==> src/rtl/sliced_addsub32.sv <==
// -----------------------------------------------------------------------------
// sliced_addsub32
//
// Multi-cycle 32-bit adder/subtractor. The operands are added SLICE bits per
// clock, least-significant slice first, behind a start/done handshake. The
// result, carry out of bit 31, signed overflow and the derived signed
// less-than flag are loaded into the output registers together on the edge
// that completes the last slice, and are held until the next operation
// completes.
//
// Ports
//   clk_i       : clock, all state updates on the rising edge
//   reset_i     : asynchronous active-high reset, clears state and outputs
//   start_i     : operation request, accepted when not busy
//   op_sub_i    : 1 = a - b, 0 = a + b (sampled with start)
//   a_i, b_i    : 32-bit operands (sampled with start)
//   busy_o      : operation in progress
//   done_o      : one-cycle pulse, results valid
//   sum_o       : a+b or a-b modulo 2^32
//   carryout_o  : carry out of bit 31 (subtract: 1 = no borrow)
//   overflow_o  : carry into bit 31 XOR carry out of bit 31
//   less_o      : sum[31] XOR overflow
// -----------------------------------------------------------------------------
module sliced_addsub32 #(
    parameter int SLICE = 8
) (
    input  logic        clk_i,
    input  logic        reset_i,
    input  logic        start_i,
    input  logic        op_sub_i,
    input  logic [31:0] a_i,
    input  logic [31:0] b_i,
    output logic        busy_o,
    output logic        done_o,
    output logic [31:0] sum_o,
    output logic        carryout_o,
    output logic        overflow_o,
    output logic        less_o
);

    localparam int N = 32 / SLICE;

    // Encoding chosen so busy and done are single flop bits.
    localparam logic [1:0] ST_IDLE = 2'b00;
    localparam logic [1:0] ST_RUN  = 2'b01;
    localparam logic [1:0] ST_DONE = 2'b10;

    localparam logic [5:0]  K_LAST     = 6'(N - 1);
    localparam logic [31:0] SLICE_MASK = 32'((64'd1 << SLICE) - 64'd1);

    logic [1:0]  state_q, state_d;
    logic [31:0] opa_q, opa_d;
    logic [31:0] opb_q, opb_d;
    logic        carry_q, carry_d;
    logic [5:0]  k_q, k_d;
    logic [31:0] acc_q, acc_d;
    logic [31:0] sum_q, sum_d;
    logic        cout_q, cout_d;
    logic        ovf_q, ovf_d;
    logic        less_q, less_d;

    logic [4:0]       shamt_s;
    logic [31:0]      opa_sh_s;
    logic [31:0]      opb_sh_s;
    logic [SLICE-1:0] slice_a_s;
    logic [SLICE-1:0] slice_b_s;
    logic [SLICE:0]   slice_res_s;
    logic [31:0]      acc_next_s;
    logic             c31_s;
    logic             ovf_s;

    // Slice datapath: add slice k of both operands plus the running carry.
    always_comb begin
        shamt_s     = 5'(32'(k_q) * 32'(SLICE));
        opa_sh_s    = opa_q >> shamt_s;
        opb_sh_s    = opb_q >> shamt_s;
        slice_a_s   = opa_sh_s[SLICE-1:0];
        slice_b_s   = opb_sh_s[SLICE-1:0];
        slice_res_s = {1'b0, slice_a_s} + {1'b0, slice_b_s} + {{SLICE{1'b0}}, carry_q};
        acc_next_s  = (acc_q & ~(SLICE_MASK << shamt_s))
                    | (32'(slice_res_s[SLICE-1:0]) << shamt_s);
        // Carry into bit 31 recovered from the sum bit: s = a ^ b ^ cin.
        // Only meaningful while the last slice (which holds bit 31) is added.
        c31_s       = opa_q[31] ^ opb_q[31] ^ acc_next_s[31];
        ovf_s       = c31_s ^ slice_res_s[SLICE];
    end

    // Next-state logic for the sequencer and result registers.
    always_comb begin
        state_d = state_q;
        opa_d   = opa_q;
        opb_d   = opb_q;
        carry_d = carry_q;
        k_d     = k_q;
        acc_d   = acc_q;
        sum_d   = sum_q;
        cout_d  = cout_q;
        ovf_d   = ovf_q;
        less_d  = less_q;

        case (state_q)
            ST_IDLE, ST_DONE: begin
                if (start_i) begin
                    // Subtract is a + ~b + 1, the +1 enters as initial carry.
                    opa_d   = a_i;
                    opb_d   = op_sub_i ? ~b_i : b_i;
                    carry_d = op_sub_i;
                    k_d     = 6'd0;
                    acc_d   = 32'd0;
                    state_d = ST_RUN;
                end else if (state_q == ST_DONE) begin
                    state_d = ST_IDLE;
                end else begin
                    state_d = ST_IDLE;
                end
            end
            ST_RUN: begin
                acc_d   = acc_next_s;
                carry_d = slice_res_s[SLICE];
                if (k_q == K_LAST) begin
                    k_d     = 6'd0;
                    state_d = ST_DONE;
                    sum_d   = acc_next_s;
                    cout_d  = slice_res_s[SLICE];
                    ovf_d   = ovf_s;
                    less_d  = acc_next_s[31] ^ ovf_s;
                end else begin
                    k_d     = k_q + 6'd1;
                    state_d = ST_RUN;
                end
            end
            default: begin
                state_d = ST_IDLE;
                k_d     = 6'd0;
            end
        endcase
    end

    // State and result registers with asynchronous reset.
    always_ff @(posedge clk_i or posedge reset_i) begin
        if (reset_i) begin
            state_q <= ST_IDLE;
            opa_q   <= 32'd0;
            opb_q   <= 32'd0;
            carry_q <= 1'b0;
            k_q     <= 6'd0;
            acc_q   <= 32'd0;
            sum_q   <= 32'd0;
            cout_q  <= 1'b0;
            ovf_q   <= 1'b0;
            less_q  <= 1'b0;
        end else begin
            state_q <= state_d;
            opa_q   <= opa_d;
            opb_q   <= opb_d;
            carry_q <= carry_d;
            k_q     <= k_d;
            acc_q   <= acc_d;
            sum_q   <= sum_d;
            cout_q  <= cout_d;
            ovf_q   <= ovf_d;
            less_q  <= less_d;
        end
    end

    assign busy_o     = state_q[0];
    assign done_o     = state_q[1];
    assign sum_o      = sum_q;
    assign carryout_o = cout_q;
    assign overflow_o = ovf_q;
    assign less_o     = less_q;

endmodule
==> config.mk <==
export PLATFORM = sky130hd
export DESIGN_NAME = sliced_addsub32
export DESIGN_NICKNAME = d
export VERILOG_FILES = /design/src/rtl/sliced_addsub32.sv
export SDC_FILE = /design/constraint.sdc
export NUM_CORES = 1
export LEC_CHECK = 0
export CAP_MARGIN = 20
export CORE_MARGIN = 1.5
export CORE_UTILIZATION = 55
export CTS_CLUSTER_SIZE = 20
export DETAILED_ROUTE_END_ITERATION = 12
export HOLD_SLACK_MARGIN = 0.02
export PLACE_DENSITY = 0.82
export SLEW_MARGIN = 10
export SYNTH_ARGS = -nofsm -noshare
export SYNTH_HDL_FRONTEND = slang
export SYNTH_SLANG_ARGS = --single-unit
==> constraint.sdc <==
create_clock -name clk_i -period 14.27 [get_ports clk_i]
set_input_delay 3.5675 -clock clk_i [delete_from_list [all_inputs] [get_ports clk_i]]
set_output_delay 3.5675 -clock clk_i [all_outputs]
set_load 0.02 [all_outputs]
==> impl_metrics.tcl <==
set metrics [dict create \
    die_width_um 112 \
    clock_skew_ps 5.87 \
    setup_viol 0 \
    cp-start-kind "input port" \
    worst-setup-path-type "in2async" \
    fmax_mhz 195 \
    h-tree-depth 4 \
    cts_made_buffers 17 \
    synth_top_area_share_pct 53.3 \
    dp.cells 867 \
    vdd_drop_max_uv 186 \
    num_rows 39 \
    start_util_pct 56.9 \
    cpPeakStageDelay_ps 890 \
    ys_warn_count 0 \
    viasPerCell 5.87 \
    relSlewSlack_pct 25.5 \
    synth-seq-area-share_pct 53.3 \
    critPathArrivalTime_ps 5520 \
    cp_data_required_time_ps 14660 \
    setup_ws_ps 9140 \
    postRouteWirelength_mm 15.6 \
    ys_types 43 \
    overflow 0 \
    p_total_w 0.00235 \
    fin_cells 899 \
    drt-initial-drc-count 439 \
    clock_latency_ps 410 \
    syn_nets 731 \
    gp_congestion 0.807 \
    crit_fanout 79 \
    cts-root-buf "clkbuf_16" \
    grt_max_degree 99 \
    hp-class "reg2reg" \
    violations "design-rule violations" \
    dp_hpwl_mm 10.4 \
    post_route_cells_drive_above_1_share_pct 7.94 \
    antenna_left 0 \
    min_period_over_period_pct 36.0 \
    die_h_um 112 \
    status "complete, but fails checks" \
    grt_pass1_vias 5137 \
    finalHoldViolCount 0 \
    clk_pin_slew_ps 60 \
    p_per_area_nw_per_um2 284 \
    hold_buffers 0 \
    grt_usage_pct 25.7 \
    avgSynthCellArea_um2 10.1 \
    synth_async_sr_flop_share_pct 100 \
    yosysTopAreaCell "dfrtp_1" \
    synthFlopType "dfrtp_1" \
    ys_ff_latch 140 \
    final_area_um2 8270 \
    pin_count 105 \
    area_delta_synth_final_pct 25.7 \
    cts_tree "built" \
    cts.sinks 140 \
    dpl_worst_slack_ps 8630 \
    antenna_found_initial 0 \
    drv_slew 0 \
    dr.pass1.iters 12 \
    rsz0062_at_grt "false" \
    vias 5281 \
    worstSetupEndpointType "asynchronous set/reset pin" \
    cellLeakagePower_nw 3.72 \
    path_cells "clkdlybuf4s50_1 > inv_4 > buf_4" \
    drv_cap 0 \
    post_cts.repair.setup_buffers 0 \
    max-clock-path-buffers 2 \
    antenna_cells 0 \
    wl_per_cell_um 17.3 \
    fin_nets 824 \
    tightest_slew_ps 1110 \
    critPathSlowestCell "buf_4" \
    setup-tns-final_ps 0 \
    crit_buf_inv 3 \
    path_delay_family "buffers and inverters" \
    dieArea_um2 12600 \
    grt_pass1_wl_mm 25.4 \
    drc 5 \
    synth_area_leaders "dfrtp_1 53%, nand2_1 9.1%, mux4_2 5.5%" \
    io_buffers 104 \
    synthCells 650 \
    syn_area_um2 6580 \
    cts_resized 0 \
    placed_area_um2 7660 \
    fin_crit_ps 5130 \
    final_common_cell "nand2_1" \
    core_area_um2 11600 \
    final_cell_mix "160 x nand2_1, 140 x dfrtp_1, 103 x clkdlybuf4s50_1" \
    synth_edf_count 0 \
]
[through the flow]
step / hold WS, ps / util [%]
after floorplan: 440 / -
after global placement: 452 / 66.2
after detailed placement: 457 / 66.2
after CTS: 472 / 71.5
after global routing: 502 / 71.5
final: 467 / 71.5
[cells in the mapped netlist, drive strengths merged (2+ instances only)]
master and instances:
and2 2, nor2b 3, ha 11, and3 2, buf 18, clkbuf 18
nand2 160, xor2 2, o31ai 2, a22o 24, o21ai 56, nand2b 8
a21o 4, a21oi 14, nand3 5, nor2 65, fa 2, dfrtp 140
a221oi 25, o221ai 2, nand4 2, o21a 2, xnor2 37, mux4 16
nor3 4, inv 14
[power breakdown]
group          internal, W  leakage (nW)  total (W)  switching [W]
registers         0.000576          1.75   0.000688       0.000113
logic             0.000464          1.67    0.00121       0.000746
clock network     0.000288         0.295   0.000452       0.000165
total              0.00133          3.72    0.00235        0.00102
[per-layer routing]
metal	vias to the layer above	routed length, um	GRT usage [%]	share of wire, %
li1	2423	-	-	-
met1	2604	6470	35.4	42
met2	230	7840	42.0	50
met3	24	951	4.32	6.1
met4	0	296	9.20	1.9
met5	-	0	0	0
[registers in the layout (all words and copies together) (netlist names)]
register    count
overflow_o      1
carryout_o      1
opb_q          32
state_q         2
acc_q          32
opa_q          32
k_q             6
carry_q         1
sum_o          32
less_o          1
[worst min-delay path, stage by stage, from the launching register on]
cell and delay (ps):
dfrtp_1 330, nand2_1 50, nand2_1 50
[logic make-up (layout without fill, tap and decap cells)]
family | after synthesis | count (layout) | share of synthesized area, %
XOR/XNOR | 39 | 39 | 5.19
multiplexers | 16 | 16 | 5.48
AO/OA/AOI/OAI | 138 | 138 | 14.2
AND/OR/NAND/NOR | 253 | 253 | 15.4
adder cells (fa/ha/maj) | 13 | 13 | 2.70
flip-flops | 140 | 140 | 53.3
buffers and inverters | 51 | 157 | 3.73
[final timing paths]
| path | depth (start not counted) | startpoint | slack, ps | end |
|---|---|---|---|---|
| max in group clk_i | 1 | state_q[0] | 9190 | busy_o |
| max reg2reg | 11 | k_q[1] | 10400 | sum_o[30] |
| min reg2reg | 2 | opa_q[20] | 470 | opa_q[20] |
| min in group asynchronous | 2 | reset_i | 3630 | sum_o[12] |
| max | 3 | reset_i | 9140 | opb_q[20] |
| min | 2 | opa_q[20] | 470 | opa_q[20] |
[layout make-up]
cell class / count / area [um^2]
Fill cell: 817 / 3290
Sequential cell: 140 / 3500
Multi-Input combinational cell: 459 / 2840
Inverter: 15 / 60.1
Clock buffer: 21 / 470
Timing Repair Buffer: 110 / 1080
Clock inverter: 11 / 141
Tap cell: 143 / 179
Note: power is estimated with default switching activity, not from simulation.
